==> src/rtl/dtw_ctrl_if.sv <==
// Reference-sample stream into the DTW controller (valid/ready handshake).
interface dtw_ctrl_if #(
    parameter int WIDTH = 16
);
    logic             s_valid;
    logic [WIDTH-1:0] s_data;
    logic             s_ready;

    modport master (output s_valid, output s_data, input s_ready);
    modport slave  (input s_valid, input s_data, output s_ready);
endinterface

==> src/rtl/dtw_ctrl.sv <==
// Sequencer for a systolic DTW array: clears, feeds, drains and tracks the best column.
// Optional threshold match output is built when DTW_THRESH_EN is defined.
module dtw_ctrl #(
    parameter int WIDTH = 16,
    parameter int NPE   = 64,
    parameter int CNT_W = 20
) (
    input  logic             clk,
    input  logic             rst,
    input  logic             start,
    input  logic [CNT_W-1:0] ref_len,
    dtw_ctrl_if.slave        s,
    output logic [WIDTH-1:0] pe_y,
    output logic             pe_running,
    output logic             pe_clr,
    input  logic [WIDTH-1:0] last_dtw,
    output logic             busy,
    output logic             done,
    output logic [WIDTH-1:0] score,
    output logic [CNT_W-1:0] score_pos
`ifdef DTW_THRESH_EN
    ,
    input  logic [WIDTH-1:0] threshold,
    output logic             match
`endif
);
    localparam int DC_W       = $clog2(NPE + 1) + 1;
    localparam int DRAIN_LAST = (NPE > 1) ? NPE - 2 : 0;

    typedef enum logic [2:0] {IDLE, CLEAR, FEED, DRAIN, DONE} state_t;

    state_t           state;
    logic             draining;
    logic [CNT_W-1:0] len, fc, rc, pos;
    logic [DC_W-1:0]  dc;
    logic [WIDTH-1:0] best;
`ifdef DTW_THRESH_EN
    logic [WIDTH-1:0] thr;
`endif

    // s_ready is registered and high exactly in FEED, so it doubles as the FEED flag.
    assign pe_running = (s.s_ready & s.s_valid) | draining;
    assign pe_y       = s.s_ready ? s.s_data : '0;

    logic             col_vld, better;
    logic [WIDTH-1:0] best_nxt;
    logic [CNT_W-1:0] pos_nxt;

    // The column leaving PE NPE-1 this cycle; folding it in combinationally lets
    // the final column land in score on the same edge that enters DONE.
    always_comb begin
        col_vld  = pe_running && (rc >= CNT_W'(NPE - 1));
        better   = col_vld && (last_dtw < best);
        best_nxt = better ? last_dtw : best;
        pos_nxt  = better ? rc - CNT_W'(NPE - 1) : pos;
    end

    always_ff @(posedge clk) begin
        if (rst) begin
            state     <= IDLE;
            s.s_ready <= 1'b0;
            draining  <= 1'b0;
            pe_clr    <= 1'b0;
            busy      <= 1'b0;
            done      <= 1'b0;
            score     <= '0;
            score_pos <= '0;
            len       <= '0;
            fc        <= '0;
            rc        <= '0;
            dc        <= '0;
            pos       <= '0;
            best      <= '1;
`ifdef DTW_THRESH_EN
            thr       <= '0;
            match     <= 1'b0;
`endif
        end else begin
            done   <= 1'b0;
            pe_clr <= 1'b0;
            best   <= best_nxt;
            pos    <= pos_nxt;
            if (pe_running) rc <= rc + 1'b1;
            case (state)
                IDLE: if (start) begin
                    len  <= ref_len;
                    busy <= 1'b1;
`ifdef DTW_THRESH_EN
                    thr  <= threshold;
`endif
                    if (ref_len == '0) begin
                        state     <= DONE;
                        done      <= 1'b1;
                        best      <= '1;
                        pos       <= '0;
                        score     <= '1;
                        score_pos <= '0;
`ifdef DTW_THRESH_EN
                        match     <= ('1 <= threshold);
`endif
                    end else begin
                        state  <= CLEAR;
                        pe_clr <= 1'b1;
                    end
                end
                CLEAR: begin
                    state     <= FEED;
                    s.s_ready <= 1'b1;
                    best      <= '1;
                    pos       <= '0;
                    fc        <= '0;
                    rc        <= '0;
                    dc        <= '0;
                end
                FEED: if (s.s_valid) begin
                    fc <= fc + 1'b1;
                    if (fc + 1'b1 == len) begin
                        s.s_ready <= 1'b0;
                        if (NPE == 1) begin
                            state     <= DONE;
                            done      <= 1'b1;
                            score     <= best_nxt;
                            score_pos <= pos_nxt;
`ifdef DTW_THRESH_EN
                            match     <= (best_nxt <= thr);
`endif
                        end else begin
                            state    <= DRAIN;
                            draining <= 1'b1;
                        end
                    end
                end
                DRAIN: begin
                    dc <= dc + 1'b1;
                    if (dc == DC_W'(DRAIN_LAST)) begin
                        state     <= DONE;
                        draining  <= 1'b0;
                        done      <= 1'b1;
                        score     <= best_nxt;
                        score_pos <= pos_nxt;
`ifdef DTW_THRESH_EN
                        match     <= (best_nxt <= thr);
`endif
                    end
                end
                DONE: begin
                    state <= IDLE;
                    busy  <= 1'b0;
                end
                default: state <= IDLE;
            endcase
        end
    end
endmodule

==> src/flat_wrapper.sv <==
// flat-port wrapper written by rule: the top's interface ports become plain ports
module dtw_ctrl_flat 
#(
    parameter int WIDTH = 16,
    parameter int NPE   = 64,
    parameter int CNT_W = 20
)
  (clk, rst, start, ref_len, pe_y, pe_running, pe_clr, last_dtw, busy, done, score, score_pos, s_s_valid, s_s_data, s_s_ready);
  dtw_ctrl_if #(.WIDTH(WIDTH)) s_i ();
  input  logic clk;
  input  logic rst;
  input  logic start;
  input  logic [CNT_W-1:0] ref_len;
  output logic [WIDTH-1:0] pe_y;
  output logic pe_running;
  output logic pe_clr;
  input  logic [WIDTH-1:0] last_dtw;
  output logic busy;
  output logic done;
  output logic [WIDTH-1:0] score;
  output logic [CNT_W-1:0] score_pos;
  input wire logic [$bits(s_i.s_valid)-1:0] s_s_valid;
  input wire logic [$bits(s_i.s_data)-1:0] s_s_data;
  output wire logic [$bits(s_i.s_ready)-1:0] s_s_ready;
  assign s_i.s_valid = s_s_valid;
  assign s_i.s_data = s_s_data;
  assign s_s_ready = s_i.s_ready;
  dtw_ctrl #(.WIDTH(WIDTH), .NPE(NPE), .CNT_W(CNT_W)) u_core (.clk(clk), .rst(rst), .start(start), .ref_len(ref_len), .s(s_i), .pe_y(pe_y), .pe_running(pe_running), .pe_clr(pe_clr), .last_dtw(last_dtw), .busy(busy), .done(done), .score(score), .score_pos(score_pos));
endmodule
==> config.mk <==
export PLATFORM = sky130hd
export DESIGN_NAME = dtw_ctrl_flat
export DESIGN_NICKNAME = d
export VERILOG_FILES = /design/src/rtl/dtw_ctrl_if.sv /design/src/rtl/dtw_ctrl.sv /design/src/flat_wrapper.sv
export SDC_FILE = /design/constraint.sdc
export NUM_CORES = 1
export LEC_CHECK = 0
export BUFFER_PORTS_ARGS = -buffer_cell sky130_fd_sc_hd__buf_2
export CELL_PAD_IN_SITES_DETAIL_PLACEMENT = 0
export CELL_PAD_IN_SITES_GLOBAL_PLACEMENT = 1
export CORE_MARGIN = 4
export CORE_UTILIZATION = 38
export DETAILED_ROUTE_END_ITERATION = 6
export GPL_TIMING_DRIVEN = 0
export HOLD_SLACK_MARGIN = 0.1
export PLACE_DENSITY = 0.85
export SETUP_SLACK_MARGIN = 0.02
export SYNTH_ARGS = -nofsm -noshare
export SYNTH_HDL_FRONTEND = slang
export SYNTH_SLANG_ARGS = --single-unit
export TNS_END_PERCENT = 5
==> constraint.sdc <==
create_clock -name clk -period 2.68 [get_ports clk]
set_clock_uncertainty 0.05 [all_clocks]
set_input_delay 0.536 -clock clk [delete_from_list [all_inputs] [get_ports clk]]
set_output_delay 0.536 -clock clk [all_outputs]
set_load 0.005 [all_outputs]
Word level (Yosys, flattened, before mapping). Cells that the tools add are included.

Input port bits: 56. Bits in registers: 148.

Reductions and logical operators: 18. Bitwise logic cells: 4. $add $sub $neg: 4. Muxes and demuxes: 40. Eq/ne operators: 11. Magnitude comparators: 2.

Operator list (count): 20-bit two-way mux (7); 20-bit case mux with 2 select lines (3); 16-bit two-way mux (7); 16-bit case mux with 2 select lines (2); 20-bit by 1-bit adder with 20-bit output, second input constant (2); 20-bit equality test (1); 20-bit by 6-bit greater-or-equal comparator with 1-bit output, second input constant (1); 20-bit zero test (1); 20-bit by 6-bit subtractor with 20-bit output, second input constant (1); 16-bit less-than comparator (1); 8-bit case mux with 2 select lines (1); 3-bit two-way mux (5); 3-bit case mux with 4 select lines (1); 4-bit AND reduction (3); 1-bit two-way mux (10); 2-bit nonzero test (5); 8-bit by 1-bit adder with 8-bit output, second input constant (1); 8-bit by 6-bit equality test with 1-bit output, second input constant (1); 1-bit case mux with 2 select lines (4); 3-bit by 2-bit equality test with 1-bit output, second input constant (2); 2-bit by 1-bit inequality test with 1-bit output, second input constant (3); 2-bit AND reduction (3); 2-bit inequality test, second input constant (2); 3-bit by 1-bit equality test with 1-bit output, second input constant (1); other kinds (9) (11).

Depth between registers and ports, before layout.
Word-level depth: 8. Depth in mapped cells: 11. Gate-level depth less buffers: 9.

Least setup slack after synthesis. No wires, ideal clock.

Path kind: reg2reg. Start point: register u_core.rc[6]. End point: register u_core.score[10]. Setup time: 86 ps. Cell stages (with the launch flop): 11. Period minus slack after synthesis: 2661 ps. Setup slack: 19 ps. Buffers on the path: 3. Data arrival time: 2526 ps. Required time: 2544 ps. Cell sequence: dfxtp_1 > buf_6 > or3_4 > or3_1 > or4_4 > o21a_1 > o211a_1 > buf_6 > buf_12 > mux2i_1 > a211oi_1.

Word-level cells in the longest chain between the ends: 6.

RTL lines: from (decl) (RTL line dtw_ctrl.sv:34) `logic [CNT_W-1:0] len, fc, rc, pos;`; from (signal assigned) (RTL line dtw_ctrl.sv:83) `if (pe_running) rc <= rc + 1'b1;`; 20-bit by 6-bit greater-or-equal comparator with 1-bit output (RTL line dtw_ctrl.sv:52) `col_vld = pe_running && (rc >= CNT_W'(NPE - 1));`; 1-bit logical AND (RTL line dtw_ctrl.sv:52); 1-bit logical AND (RTL line dtw_ctrl.sv:53) `better = col_vld && (last_dtw < best);`; 16-bit two-way mux (RTL line dtw_ctrl.sv:54) `best_nxt = better ? last_dtw : best;`; 16-bit two-way mux (RTL line dtw_ctrl.sv:135) `if (dc == DC_W'(DRAIN_LAST)) begin`; 16-bit case mux with 2 select lines (RTL line dtw_ctrl.sv:84) `case (state)`; to (signal assigned) (RTL line dtw_ctrl.sv:122) `score <= best_nxt;`; to (signal assigned) (RTL line dtw_ctrl.sv:139) `score <= best_nxt;`; to (decl) (RTL line dtw_ctrl.sv:19) `output logic [WIDTH-1:0] score,`.

No other way between the ends. The select of a mux whose other input is x is not followed. A chain may end at the register's enable or synchronous reset.

Final worst setup path.
Start point: register u_core.rc[7]. End point: register u_core.score[7].

The elaborated chain is that of the path after synthesis.

==> reports/metrics.csv <==
metric;value;unit
status;complete, but fails checks;
failing checks;negative setup slack;
layout cells sized above 1;0.2171;
synth unique cells;56;
most common cell after layout, fill and taps aside;dfxtp_1;
Worst Setup SP;u_core.rc[7];
RR Endpoint;u_core.score[7];
Post-synth EDFFs;0;
Clock Sink Count;148;
TritonCTS clock tree;yes;
Worst-Margin Slew;1.019;ns
Worst Path Max Fanout;8;
Worst EP arrival;3.00;ns
Clock Latency Late Sink;0.43;ns
fillers;1752;
#FFs+latches synth;148;
initial antenna violation count;0;
vias;6260;
Iteration-0 DRC Markers;407;
most frequent cells in the layout;dfxtp_1, buf_2, nor2_1;
Post-synth ARST share;0;
Netlist Area Pre-Place;7009;um2
gr ovfl total;0;
vias per cell;5.212;
Routed WL;17950;um
Clock Pin Slew Worst Setup and Hold Paths;0.07;ns
CTS Buffer Depth;2;
Setup crit end;u_core.score[7];
final worst slack;-0.03521;ns
Internal;0.003576;W
GPL Wtd Cong;0.8566;
global-route wire length before repair;28950;um
number of global-route vias before repair;5865;
RSZ-0062 raised after global routing;yes;
max incr delay on CP;0.44;ns
worst vdd ir;0.4492;mV
Die Height;143.8;um
total die area;20680;um2
Final Cycle Share;1.013;
Period minus WS final;2.715;ns
total chip power;0.004849;W
final hold vios;0;
Slowest-stage cell, CP;or4_4;
Syn Nets;892;
DP Worst Slack;-0.6499;ns
# diodes;0;
IO Port Bufs;112;
Clk network pwr share;0.461;
prevailing post-synth register cell;dfxtp_1;
switching part of the total;0.2625;
die width;143.8;um
Initial Utilization;0.3889;
Root Buffer;clkbuf_16;
Layout Cells excl Fill;1201;
post-synthesis sequential area ratio;0.4227;
Leakage;3.617;nW
reg2reg setup slack;-0.04;ns
IO Pins;113;
Avg Cell Area, Syn;8.579;um2
max-cap violations;0;
DRT antenna net count;0;
worst hold path class;in2reg;
Slew HR;0.3157;
Reg2Reg Depth;9;
Yosys warnings;0;
crit-path cells;or3_4 > or3_4 > or4_4 > o21a_1 > o211a_1 > buf_8 > buf_16 > mux2i_4 > a211oi_2;
Startpoint Class;flop;
DRT Pass-1 Iters;5;
placed insts;1158;
CTS Hold Buffers Added;0;
area delta synth->final;25.56;%
Rows;49;
WP data required;2.97;ns
CP most frequent cell;or3_4;
Post-Syn Instances;817;
CTS Buf Count;17;
largest net degree at the start of global routing;17;
# nets final;1034;
Crit. End Element;flop;
RR Startpoint;u_core.rc[7];
drt wl/cell;14.94;um
core area;18020;um2
post-DP HPWL;12860;um
DRC;0;
GRT Overall Usage;0.1748;
Comb pwr share;0.074;
register share of total power;0.465;
Net Switching;0.001273;W
Slew Viols, Final;0;
H-tree levels;4;
Final Setup Violations;1;
Pwr Density;550.9;nW/um2
fmax;368.3;MHz
WS Path Type;reg2reg;
[metal layers]
layer	track usage	up-vias	share of wire	routed length, um
li1	-	3134	-	-
met1	0.2258	2926	0.46	8221
met2	0.2909	170	0.47	8476
met3	0.03228	30	0.049	875
met4	0.06690	0	0.021	373
met5	0	-	0	0
[critical path: cells and delay by family (launching register included)]
kind | cells | cell delay, ns
AOI/OAI and AO/OA | 3 | 0.57
buffers and inverters | 2 | 0.31
DFF | 1 | 0.34
muxes | 1 | 0.19
and+or+nand+nor | 3 | 1.16
[final cells by class]
cell class              instances  area (um2)  area share
repair buffers                125       678.2     0.07705
clock inverters                13       117.6     0.01336
multi-input cells             599        3993      0.4537
clock buffers                  19       432.9     0.04919
plain buffers                  45       232.7     0.02644
well taps                     229       286.5     0.03256
flip-flops and latches        148        2974      0.3379
inverters                      23       86.33    0.009809
[cell families after synthesis]
kind of cell,synth area share
AND/OR/NAND/NOR,0.2189
AO/OA/AOI/OAI,0.1464
flip-flops,0.4227
buffers and inverters,0.04677
XOR/XNOR,0.07997
multiplexers,0.05141
adder cells (fa/ha/maj),0.03392
[power groups by stage]
stage	Combinational, W	Clock, W	Sequential, W
global route	0.000405	0.00236	0.00226
detailed placement	0.000348	0	0.00230
finish	0.000360	0.00223	0.00225
floorplan	0.000210	0	0.00230
CTS	0.000357	0.00227	0.00225
global placement	0.000346	0	0.00230
[cell usage after synthesis, drive strengths merged (21+ instances only)]
master / instances / area [um2]
a21oi: 51 / 255.2
nor2: 109 / 409.1
clkbuf: 40 / 150.1
xor2: 38 / 332.8
o21ai: 25 / 125.1
dfxtp: 148 / 2963
mux2i: 36 / 360.4
xnor2: 26 / 227.7
nand2: 83 / 311.6
inv: 22 / 82.58
a211oi: 21 / 157.7
nor3: 25 / 130.1
[repair_timing]
action	in CTS	in global routing
gates resized for setup	39	24
buffers inserted	9	3
hold endpoints to repair	0	0
gates cloned	1	0
endpoints found under the setup margin	70	78
pin swaps	34	7
[flip-flops by register name, summed over array words and instances (netlist names)]
signal / flops
u_core.done: 1
u_core.busy: 1
u_core.state: 3
u_core.pos: 20
u_core.pe_clr: 1
u_core.score: 16
u_core.fc: 20
u_core.best: 16
u_core.rc: 20
u_core.s.s_ready: 1
u_core.len: 20
u_core.draining: 1
u_core.score_pos: 20
u_core.dc: 8
[worst min path at each step]
stage | from | to | slack [ns] | cells past startpoint
2_1_floorplan | u_core.rc[1] | u_core.rc[1] | 0.39 | 2
3_3_place_gp | u_core.score_pos[4] | u_core.score_pos[4] | 0.39 | 1
3_5_place_dp | u_core.score_pos[8] | u_core.score_pos[8] | 0.39 | 1
4_1_cts | ref_len[15] | u_core.len[15] | 0.29 | 3
5_1_grt | ref_len[12] | u_core.len[12] | 0.31 | 3
6_report | ref_len[15] | u_core.len[15] | 0.30 | 3
[per-stage QoR]
stage	util	hold slack, ns	TNS, ns	cell area [um2]
final	0.4883	0.3047	-0.03521	8801
after CTS	0.4820	0.2926	-3.138	8688
after global placement	0.4361	0.3939	-22.80	7861
after floorplan	-	0.3943	0	7014
after detailed placement	0.4361	0.3937	-23.35	7861
after global routing	0.4883	0.3118	-2.582	8801
No activity file was read; power rests on OpenSTA's default activity.
